`src/rtl/dmtd_phase_meter.sv`:
```
// Multi-channel DMTD phase meter: synchronised beats, per-channel ref->ch distance, round-robin result stream.
// Optional input deglitch filter is built when DMTD_DEGLITCH_EN is defined.
`timescale 1ns/1ps
module dmtd_phase_meter #(
  parameter int SYNC_DEPTH   = 3,
  parameter int NUM_CH       = 2,
  parameter int CNT_W        = 16,
  parameter int DEGLITCH_LEN = 4,
  localparam int CH_W        = (NUM_CH > 1) ? $clog2(NUM_CH) : 1
) (
  input  logic              clk,
  input  logic              rst_n,
  input  logic              enable,
  input  logic              ref_clk_async,
  input  logic [NUM_CH-1:0] ch_clk_async,
  output logic [NUM_CH-1:0] xor_out,
  output logic              out_valid,
  input  logic              out_ready,
  output logic [CH_W-1:0]   out_ch,
  output logic [CNT_W-1:0]  out_phase,
  output logic [CNT_W-1:0]  ref_period,
  output logic [NUM_CH-1:0] overrun
);

  localparam int NIN = NUM_CH + 1;
  localparam logic [CNT_W-1:0] CNT_MAX  = {CNT_W{1'b1}};
  localparam logic [CH_W:0]    NUM_CH_V = (CH_W+1)'(NUM_CH);

  typedef enum logic {ST_IDLE = 1'b0, ST_ARMED = 1'b1} state_t;

  if (SYNC_DEPTH < 2 || NUM_CH < 1 || NUM_CH > 16 || DEGLITCH_LEN < 1) begin : g_param_check
    $error("dmtd_phase_meter: illegal parameter set");
  end

  // Bit 0 of every input vector is the reference beat, bits 1.. the channels.
  logic [NIN-1:0] sync_r [SYNC_DEPTH];
  logic [NIN-1:0] filt_s;
  logic [NIN-1:0] filt_nxt_s;
  logic [NIN-1:0] prev_r;
  logic [NIN-1:0] rise_s;
  logic [NUM_CH-1:0] xor_r;

  // Input synchroniser chains
  always_ff @(posedge clk or negedge rst_n) begin
    if (!rst_n) begin
      for (int s = 0; s < SYNC_DEPTH; s++) sync_r[s] <= {NIN{1'b0}};
    end else begin
      sync_r[0] <= {ch_clk_async, ref_clk_async};
      for (int s = 1; s < SYNC_DEPTH; s++) sync_r[s] <= sync_r[s-1];
    end
  end

`ifdef DMTD_DEGLITCH_EN
  localparam int DG_W = $clog2(DEGLITCH_LEN + 1);
  logic [NIN-1:0]  filt_r;
  logic [DG_W-1:0] dg_cnt_r     [NIN];
  logic [DG_W-1:0] dg_cnt_nxt_s [NIN];

  // Accept a new level only after DEGLITCH_LEN consecutive samples disagree with the filtered one
  always_comb begin
    filt_nxt_s = filt_r;
    for (int k = 0; k < NIN; k++) begin
      dg_cnt_nxt_s[k] = {DG_W{1'b0}};
      if (sync_r[SYNC_DEPTH-1][k] != filt_r[k]) begin
        if (dg_cnt_r[k] == DG_W'(DEGLITCH_LEN - 1)) begin
          filt_nxt_s[k] = sync_r[SYNC_DEPTH-1][k];
        end else begin
          dg_cnt_nxt_s[k] = dg_cnt_r[k] + DG_W'(1);
        end
      end else begin
        dg_cnt_nxt_s[k] = {DG_W{1'b0}};
      end
    end
  end

  // Deglitch filter state
  always_ff @(posedge clk or negedge rst_n) begin
    if (!rst_n) begin
      filt_r <= {NIN{1'b0}};
      for (int k = 0; k < NIN; k++) dg_cnt_r[k] <= {DG_W{1'b0}};
    end else begin
      filt_r <= filt_nxt_s;
      for (int k = 0; k < NIN; k++) dg_cnt_r[k] <= dg_cnt_nxt_s[k];
    end
  end

  assign filt_s = filt_r;
`else
  assign filt_s     = sync_r[SYNC_DEPTH-1];
  assign filt_nxt_s = sync_r[SYNC_DEPTH-2];
`endif

  // Edge register; xor_out is registered from next-cycle filtered levels so it tracks filt_s exactly
  always_ff @(posedge clk or negedge rst_n) begin
    if (!rst_n) begin
      prev_r <= {NIN{1'b0}};
      xor_r  <= {NUM_CH{1'b0}};
    end else begin
      prev_r <= filt_s;
      xor_r  <= filt_nxt_s[NIN-1:1] ^ {NUM_CH{filt_nxt_s[0]}};
    end
  end

  assign rise_s = filt_s & ~prev_r;

  logic              ref_rise_s;
  logic [NUM_CH-1:0] ch_rise_s;
  assign ref_rise_s = enable & rise_s[0];
  assign ch_rise_s  = rise_s[NIN-1:1] & {NUM_CH{enable}};

  // Every ref strobe restarts all channels, so one counter serves phase and period alike.
  logic [CNT_W-1:0] cnt_r;
  logic [CNT_W-1:0] period_r;
  logic             ref_seen_r;

  // Saturating distance counter and reference period capture
  always_ff @(posedge clk or negedge rst_n) begin
    if (!rst_n) begin
      cnt_r      <= {CNT_W{1'b0}};
      period_r   <= {CNT_W{1'b0}};
      ref_seen_r <= 1'b0;
    end else if (!enable) begin
      cnt_r      <= {CNT_W{1'b0}};
      ref_seen_r <= 1'b0;
    end else if (ref_rise_s) begin
      cnt_r      <= CNT_W'(1);
      ref_seen_r <= 1'b1;
      if (ref_seen_r) period_r <= cnt_r;
    end else if (cnt_r != CNT_MAX) begin
      cnt_r <= cnt_r + CNT_W'(1);
    end
  end

  state_t            state_r     [NUM_CH];
  state_t            state_nxt_s [NUM_CH];
  logic [NUM_CH-1:0] cap_s;
  logic [CNT_W-1:0]  cap_val_s   [NUM_CH];

  // Per-channel IDLE/ARMED next state and capture decision
  always_comb begin
    cap_s = {NUM_CH{1'b0}};
    for (int i = 0; i < NUM_CH; i++) begin
      state_nxt_s[i] = state_r[i];
      cap_val_s[i]   = cnt_r;
      if (!enable) begin
        state_nxt_s[i] = ST_IDLE;
      end else begin
        case (state_r[i])
          ST_IDLE: begin
            if (ref_rise_s && ch_rise_s[i]) begin
              cap_s[i]     = 1'b1;
              cap_val_s[i] = {CNT_W{1'b0}};
            end else if (ref_rise_s) begin
              state_nxt_s[i] = ST_ARMED;
            end else begin
              state_nxt_s[i] = ST_IDLE;
            end
          end
          ST_ARMED: begin
            if (ch_rise_s[i]) begin
              cap_s[i]       = 1'b1;
              state_nxt_s[i] = ref_rise_s ? ST_ARMED : ST_IDLE;
            end else begin
              state_nxt_s[i] = ST_ARMED;
            end
          end
          default: state_nxt_s[i] = ST_IDLE;
        endcase
      end
    end
  end

  // Channel state registers
  always_ff @(posedge clk or negedge rst_n) begin
    if (!rst_n) begin
      for (int i = 0; i < NUM_CH; i++) state_r[i] <= ST_IDLE;
    end else begin
      for (int i = 0; i < NUM_CH; i++) state_r[i] <= state_nxt_s[i];
    end
  end

  logic [NUM_CH-1:0] pend_r;
  logic [NUM_CH-1:0] ovr_r;
  logic [CNT_W-1:0]  pend_val_r [NUM_CH];
  logic [NUM_CH-1:0] avail_s;
  logic [CH_W-1:0]   last_r;
  logic [CH_W-1:0]   gnt_idx_s;
  logic [CH_W:0]     pos_s;
  logic              gnt_any_s;
  logic              load_s;
  logic              gnt_s;
  logic              out_valid_r;
  logic [CH_W-1:0]   out_ch_r;
  logic [CNT_W-1:0]  out_phase_r;

  assign avail_s = pend_r & {NUM_CH{enable}};
  assign load_s  = ~out_valid_r | out_ready;
  assign gnt_s   = gnt_any_s & load_s;

  // Round robin: first available channel after the last granted one
  always_comb begin
    gnt_any_s = 1'b0;
    gnt_idx_s = last_r;
    pos_s     = {(CH_W+1){1'b0}};
    for (int k = 0; k < NUM_CH; k++) begin
      pos_s = {1'b0, last_r} + (CH_W+1)'(k + 1);
      if (pos_s >= NUM_CH_V) begin
        pos_s = pos_s - NUM_CH_V;
      end else begin
        pos_s = pos_s;
      end
      if (!gnt_any_s && avail_s[pos_s[CH_W-1:0]]) begin
        gnt_any_s = 1'b1;
        gnt_idx_s = pos_s[CH_W-1:0];
      end else begin
        gnt_any_s = gnt_any_s;
      end
    end
  end

  // Pending buffer; a capture racing a grant of the same channel keeps the new value without overrun
  always_ff @(posedge clk or negedge rst_n) begin
    if (!rst_n) begin
      pend_r <= {NUM_CH{1'b0}};
      ovr_r  <= {NUM_CH{1'b0}};
      for (int i = 0; i < NUM_CH; i++) pend_val_r[i] <= {CNT_W{1'b0}};
    end else begin
      for (int i = 0; i < NUM_CH; i++) begin
        if (!enable) begin
          pend_r[i] <= 1'b0;
          ovr_r[i]  <= 1'b0;
        end else if (cap_s[i]) begin
          pend_r[i]     <= 1'b1;
          pend_val_r[i] <= cap_val_s[i];
          if (pend_r[i] && !(gnt_s && gnt_idx_s == CH_W'(i))) ovr_r[i] <= 1'b1;
        end else if (gnt_s && gnt_idx_s == CH_W'(i)) begin
          pend_r[i] <= 1'b0;
        end
      end
    end
  end

  // Output register: reloads when empty or when the current beat is accepted
  always_ff @(posedge clk or negedge rst_n) begin
    if (!rst_n) begin
      out_valid_r <= 1'b0;
      out_ch_r    <= {CH_W{1'b0}};
      out_phase_r <= {CNT_W{1'b0}};
      last_r      <= CH_W'(NUM_CH - 1);
    end else if (load_s) begin
      if (gnt_any_s) begin
        out_valid_r <= 1'b1;
        out_ch_r    <= gnt_idx_s;
        out_phase_r <= pend_val_r[gnt_idx_s];
        last_r      <= gnt_idx_s;
      end else begin
        out_valid_r <= 1'b0;
      end
    end
  end

  assign xor_out    = xor_r;
  assign out_valid  = out_valid_r;
  assign out_ch     = out_ch_r;
  assign out_phase  = out_phase_r;
  assign ref_period = period_r;
  assign overrun    = ovr_r;

endmodule

```
`config.mk`:
```
export PLATFORM = sky130hd
export DESIGN_NAME = dmtd_phase_meter
export DESIGN_NICKNAME = d
export VERILOG_FILES = /design/src/rtl/dmtd_phase_meter.sv
export SDC_FILE = /design/constraint.sdc
export NUM_CORES = 1
export LEC_CHECK = 0
export CAP_MARGIN = 20
export CORE_MARGIN = 1
export CORE_UTILIZATION = 30
export DETAILED_ROUTE_END_ITERATION = 7
export PLACE_DENSITY = 0.54
export SLEW_MARGIN = 10
export SYNTH_ARGS = -nofsm -noshare
export SYNTH_HDL_FRONTEND = slang
export SYNTH_SLANG_ARGS = --single-unit
```
`constraint.sdc`:
```
create_clock -name clk -period 3.95 [get_ports clk]
set_clock_uncertainty 0.05 [all_clocks]
set_input_delay 0.79 -clock clk [delete_from_list [all_inputs] [get_ports clk]]
set_output_delay 0.79 -clock clk [all_outputs]
set_load 0.05 [all_outputs]
```
Word level (Yosys, flattened, before mapping)
Index checks and enable logic that the tools add are counted.
{"block": "op_classes", "add_sub_neg": 5, "n_lt_le_gt_ge": 5, "reduce_logical": 16, "bitwise_logic": 13, "mux": 52, "n_eq_ne": 9}
{"op": "2-to-1 mux 16 bit", "count": 10}
{"op": "2-to-1 mux 1 bit", "count": 38}
{"op": "adder 16 x 1 -> 16 bit, second input constant", "count": 1}
{"op": "!= test 16 bit, second input constant", "count": 1}
{"op": "!= test 2 x 1 -> 1 bit, second input constant", "count": 5}
{"op": "AND reduction 2 bit", "count": 5}
{"op": "!= test 3 x 1 -> 1 bit, second input constant", "count": 3}
{"op": "one-hot mux 1 bit (2 select lines)", "count": 4}
{"op": "logical AND 1 bit", "count": 7}
{"op": "greater-or-equal comparator 2 bit, second input constant", "count": 3}
{"op": "AND 2 bit", "count": 2}
{"op": "< comparator 1 x 2 -> 1 bit, second input constant", "count": 2}
{"op": "inverter 1 bit", "count": 4}
{"op": "AND 3 bit", "count": 1}
{"op": "logical NOT 1 bit", "count": 3}
{"op": "inverter 3 bit", "count": 1}
{"op": "AND reduction 3 bit", "count": 1}
{"op": "adder 1 x 1 -> 2 bit, second input constant", "count": 1}
{"op": "adder 1 x 2 -> 2 bit, second input constant", "count": 1}
{"op": "AND 1 bit", "count": 2}
{"op": "inverter 1 -> 2 bit", "count": 1}
{"op": "subtractor 1 bit, second input constant", "count": 2}
{"op": "bitwise XOR 2 bit", "count": 1}
{"op": "bitwise OR 1 bit", "count": 1}
{"block": "totals", "in_bits": 7, "output_inout_bits": 38, "word_cells": 120, "regBits": 104}

Longest topological paths before layout
{"block": "depth", "depth_word": 16, "ltp_mapped": 7, "mapped_depth_nobuf": 6}

Worst setup path after synthesis
Ideal clock, no wire load.
{"block": "synth_timing", "kind": "in2reg", "from": "input enable", "to": "register out_phase_r[0] (netlist: out_phase[0])", "path_buffers": 2, "setup_ps": 137, "t_required_ps": 3763, "t_arrival_ps": 1860, "path_slack_ps": 1903, "cell_stages": 6, "path_cell_list": "buf_2 > and3b_1 > a21oi_4 > buf_6 > mux2i_1 > a21oi_1"}
{"block": "synth_via", "elab_chain_len": 11, "word_cells_on_any_way": 16, "classes_between": "mux (11); bitwise (2); reduce/logical (3)"}
{"element": "start, declared", "line": "13", "text": "input logic enable,"}
{"element": "AND 2 bit (*)", "line": "196", "text": "assign avail_s = pend_r & {NUM_CH{enable}};"}
{"element": "2-to-1 mux 1 bit (not written as such) (2 in series)", "line": "212", "text": "if (!gnt_any_s && avail_s[pos_s[CH_W-1:0]]) begin"}
{"element": "2-to-1 mux 1 bit", "line": "212"}
{"element": "logical NOT 1 bit", "line": "212"}
{"element": "logical AND 1 bit", "line": "212"}
{"element": "2-to-1 mux 1 bit", "line": "212"}
{"element": "inverter 1 -> 2 bit (not written as such)", "line": "254", "text": "out_phase_r <= pend_val_r[gnt_idx_s];"}
{"element": "2-to-1 mux 16 bit (not written as such) (3 in series)", "line": "254"}
{"element": "end signal, assigned", "line": "248", "text": "out_phase_r <= {CNT_W{1'b0}};"}
{"element": "end signal, assigned", "line": "254"}
{"element": "end, declared", "line": "194", "text": "logic [CNT_W-1:0] out_phase_r;"}
Mark *: on every way between the ends. The rest lies on a longest branch, timed or not. The select of a mux whose other input is x is not followed.
A chain may end at the register's enable or synchronous reset.

Final worst setup path
{"block": "layout_timing", "from": "input enable", "to": "register ovr_r[0] (netlist: overrun[0])"}
{"block": "layout_via", "elab_chain_len": 13, "word_cells_on_any_way": 27, "classes_between": "eq/ne (2); mux (13); bitwise (5); reduce/logical (7)"}
{"element": "AND 2 bit", "line": "196"}
{"element": "2-to-1 mux 1 bit (not written as such) (2 in series)", "line": "212"}
{"element": "2-to-1 mux 1 bit", "line": "212"}
{"element": "logical NOT 1 bit", "line": "212"}
{"element": "logical AND 1 bit", "line": "212"}
{"element": "2-to-1 mux 1 bit", "line": "212"}
{"element": "AND 1 bit or inverter 1 bit (tied branches)", "line": "198, 235"}
{"element": "logical AND 1 bit", "line": "235", "text": "if (pend_r[i] && !(gnt_s && gnt_idx_s == CH_W'(i))) ovr_r[i] <= 1'b1;"}
{"element": "logical NOT 1 bit", "line": "235"}
{"element": "logical AND 1 bit", "line": "235"}
{"element": "!= test 2 x 1 -> 1 bit (no source line)"}
{"element": "AND reduction 2 bit (no source line)"}
{"element": "end signal, assigned", "line": "225", "text": "ovr_r <= {NUM_CH{1'b0}};"}
{"element": "end, declared", "line": "183", "text": "logic [NUM_CH-1:0] ovr_r;"}
Parallel ways exist; a longest one is shown, timed or not. The select of a mux whose other input is x is not followed.

==> impl_metrics.yaml <==
clock_tree:
  clock_path_buffers: 2
  ctsHoldBuffers: 0
  cts_resized: 0
  cts_tree: "built"
  insertion_delay_ns: 0.34
  cts_buffers: 9
  ctsHtreeMaxLevel: 3
  post_cts_buffers: 0
  cts.sink_count: 104
  clkTransAtPathRegs_ns: 0.07
  cts_root_buffer: "clkbuf_16"
route:
  drt_iter0_drc: 158
  dr.pass1.iters: 4
  wl_per_cell_um: 14.70
  wl_mm: 8.263
  ant_nets: 0
  drc_errors: 0
  vias: 2726
  vias_per_cell: 4.851
timing:
  period_minus_slack_ns: 2.589
  slew_headroom: 0.3416
  fin_tns_setup_ns: 0
  final-max-slew-violation-count: 0
  worst_slew_pin_slew_ns: 0.9877
  hold_ws_ns: 0.3010
  setup_ws_ns: 1.361
  finalHoldViolCount: 0
  setup_violations: 0
  fin_crit_sh: 0.6554
  fmax_mhz: 386.3
  rsz0062_at_grt: "no"
worst_setup_path:
  crit_fanout: 33
  cpPeakStageDelay_ns: 0.84
  r2r_setup_slack_ns: 1.84
  rr_worst_depth: 5
  critPathArrivalTime_ns: 2.77
  cp-end-kind: "flop"
  cpMaxStageDelayCell: "clkdlybuf4s50_1"
  required_ns: 4.13
  r2r-end: "cnt_r[4]"
  path_class: "in -> reg"
  r2r-start: "cnt_r[0]"
  cp_cell_sequence: "clkdlybuf4s50_1 -> o21ai_0 -> nor2b_2 -> buf_4 -> and2_1 -> nor3b_1 -> o21a_1"
  crit_path_start_kind: "input port"
synth:
  synth_warnings: 0
  synthFlopType: "dfrtp_1"
  synthArstFlopShare: 1.000
  ys_types: 43
  synth_cells: 343
  yosysSeqAreaShare: 0.6227
  syn-cell-area_sq_um: 4182
  avgSynthCellArea_sq_um: 12.19
  synth-edff-count: 0
  syn-num-nets: 351
  ys_ff_latch: 104
power_and_ir_drop:
  power_density_nw_per_um2: 538.4
  p_total_mw: 2.739
  ir_drop_uv: 179.1
  p_leak_nw: 2.321
min_path:
  holdPathStages: 0
  worst_hold_path.endpoint: "filt_nxt_s[1]"
  hold_path.class: "reg -> reg"
  hold_start: "sync_r[7]"
placement:
  dpl_cell_area_sq_um: 4767
  port_buffers: 44
  dp_slack_ns: 0.9799
  hpwl_mm: 5.488
  gp_congestion: 0.7892
global_routing:
  grt_pass1_vias: 2740
  grt-ovfl-total: 0
  track_usage: 0.1241
  antenna_found_initial: 0
  grt_max_degree: 81
  grt_pass1_wl_mm: 14.03
die:
  num_rows: 42
  dieArea_sq_um: 14410
  fp.dieH_um: 120.1
  initial_core_util: 0.3120
  core-area_sq_um: 13400
  pin_count: 45
  die_width_um: 120.1
final_layout:
  layout_commonest_cell: "dfrtp_1"
  drive_above_1_share: 0.1166
  mostFrequentLayoutCells: "103 x dfrtp_1, 43 x clkdlybuf4s50_1, 37 x nor2_1, 32 x a22o_1, 19 x nand2_1"
  fillCellCount: 1311
  diodes: 0
  final_area_sq_um: 5087
  final_nets: 389
  area_growth_pct: 21.66
job:
  cap_violations: 0
outcome:
  status: "completed"
[stage by stage]
| stage | util | instances |
|---|---|---|
| floorplan | - | 343 |
| global route | 0.3796 | 562 |
| global placement | 0.3557 | 546 |
| CTS | 0.3796 | 562 |
| detailed placement | 0.3557 | 546 |
| finish | 0.3796 | 562 |
[critical path, delay by kind of cell]
kind	cells	cell delay, ns
AOI/OAI and AO/OA	2	0.44
buffers and inverters	2	1.13
and+or+nand+nor	3	0.39
[report_power, final]
group / switching [mW] / internal, mW / leakage (nW)
clock network: 0.389 / 0.558 / 0.145
logic: 0.384 / 0.201 / 0.801
registers: 0.0522 / 1.15 / 1.37
[cell usage after synthesis (2+ instances only)]
cell / instances / area (sq um)
buf_4: 2 / 15.01
buf_2: 10 / 50.05
clkbuf_1: 6 / 22.52
a22o_1: 32 / 280.3
or3_1: 2 / 12.51
nand2_1: 19 / 71.32
a21oi_1: 18 / 90.09
nor3_1: 10 / 50.05
nor2b_1: 5 / 31.28
clkbuf_2: 2 / 10.01
nand3_1: 3 / 15.01
nand4_2: 3 / 37.54
nand2b_1: 3 / 18.77
nand4_1: 6 / 37.54
mux2_2: 14 / 157.7
dfrtp_1: 103 / 2577
inv_1: 5 / 18.77
maj3_1: 2 / 20.02
o21a_1: 2 / 15.01
nor2_1: 37 / 138.9
and3_1: 2 / 12.51
o21ai_0: 12 / 60.06
o211ai_1: 2 / 15.01
xor2_1: 6 / 52.55
a21o_1: 2 / 15.01
mux2i_1: 16 / 160.2
a31oi_1: 3 / 18.77
[worst max-delay path by stage]
stage / cells after the start / slack (ns) / to / startpoint
2_1_floorplan: 6 / 1.90 / out_phase[0] / enable
3_3_place_gp: 7 / 1.02 / overrun[0] / enable
3_5_place_dp: 7 / 0.98 / overrun[0] / enable
4_1_cts: 7 / 1.33 / overrun[0] / enable
5_1_grt: 7 / 1.11 / overrun[0] / enable
6_report: 7 / 1.36 / overrun[0] / enable
[state kept, by name, indices dropped and copies added (netlist names), 3 cells and up]
| register | cells |
|---|---|
| filt_nxt_s | 3 |
| ref_period | 16 |
| pend_val_r | 32 |
| sync_r | 3 |
| prev_r | 3 |
| filt_s | 3 |
| cnt_r | 16 |
| out_phase | 16 |
[per-layer routing]
layer	GRT usage	up-vias	part of all wire	routed length (um)
met3	0.02424	10	0.038	317
met5	0	-	0	0
met4	0.05156	0	0.015	126
met1	0.1798	1372	0.51	4176
li1	-	1288	-	-
met2	0.1800	56	0.44	3643
[area by class of cell]
class | count | area [sq um] | area share
sequential | 104 | 2604 | 0.5118
timing repair buffer | 49 | 475.5 | 0.09346
multi-input combinational | 212 | 1449 | 0.2848
inverter | 5 | 18.77 | 0.003689
tap | 176 | 220.2 | 0.04329
clock buffer | 10 | 229.0 | 0.04501
clock inverter | 6 | 91.34 | 0.01795
[cells by family after synthesis]
kind of cell / Yosys count / share of synthesized area
buffers and inverters: 27 / 0.03142
xor gates and xnor gates: 7 / 0.01466
AOI/OAI and AO/OA: 75 / 0.1290
and+or+nand+nor: 97 / 0.1185
DFF: 104 / 0.6227
adders and majority gates: 3 / 0.007779
muxes: 30 / 0.07600
(Power assumes the default switching activity.)
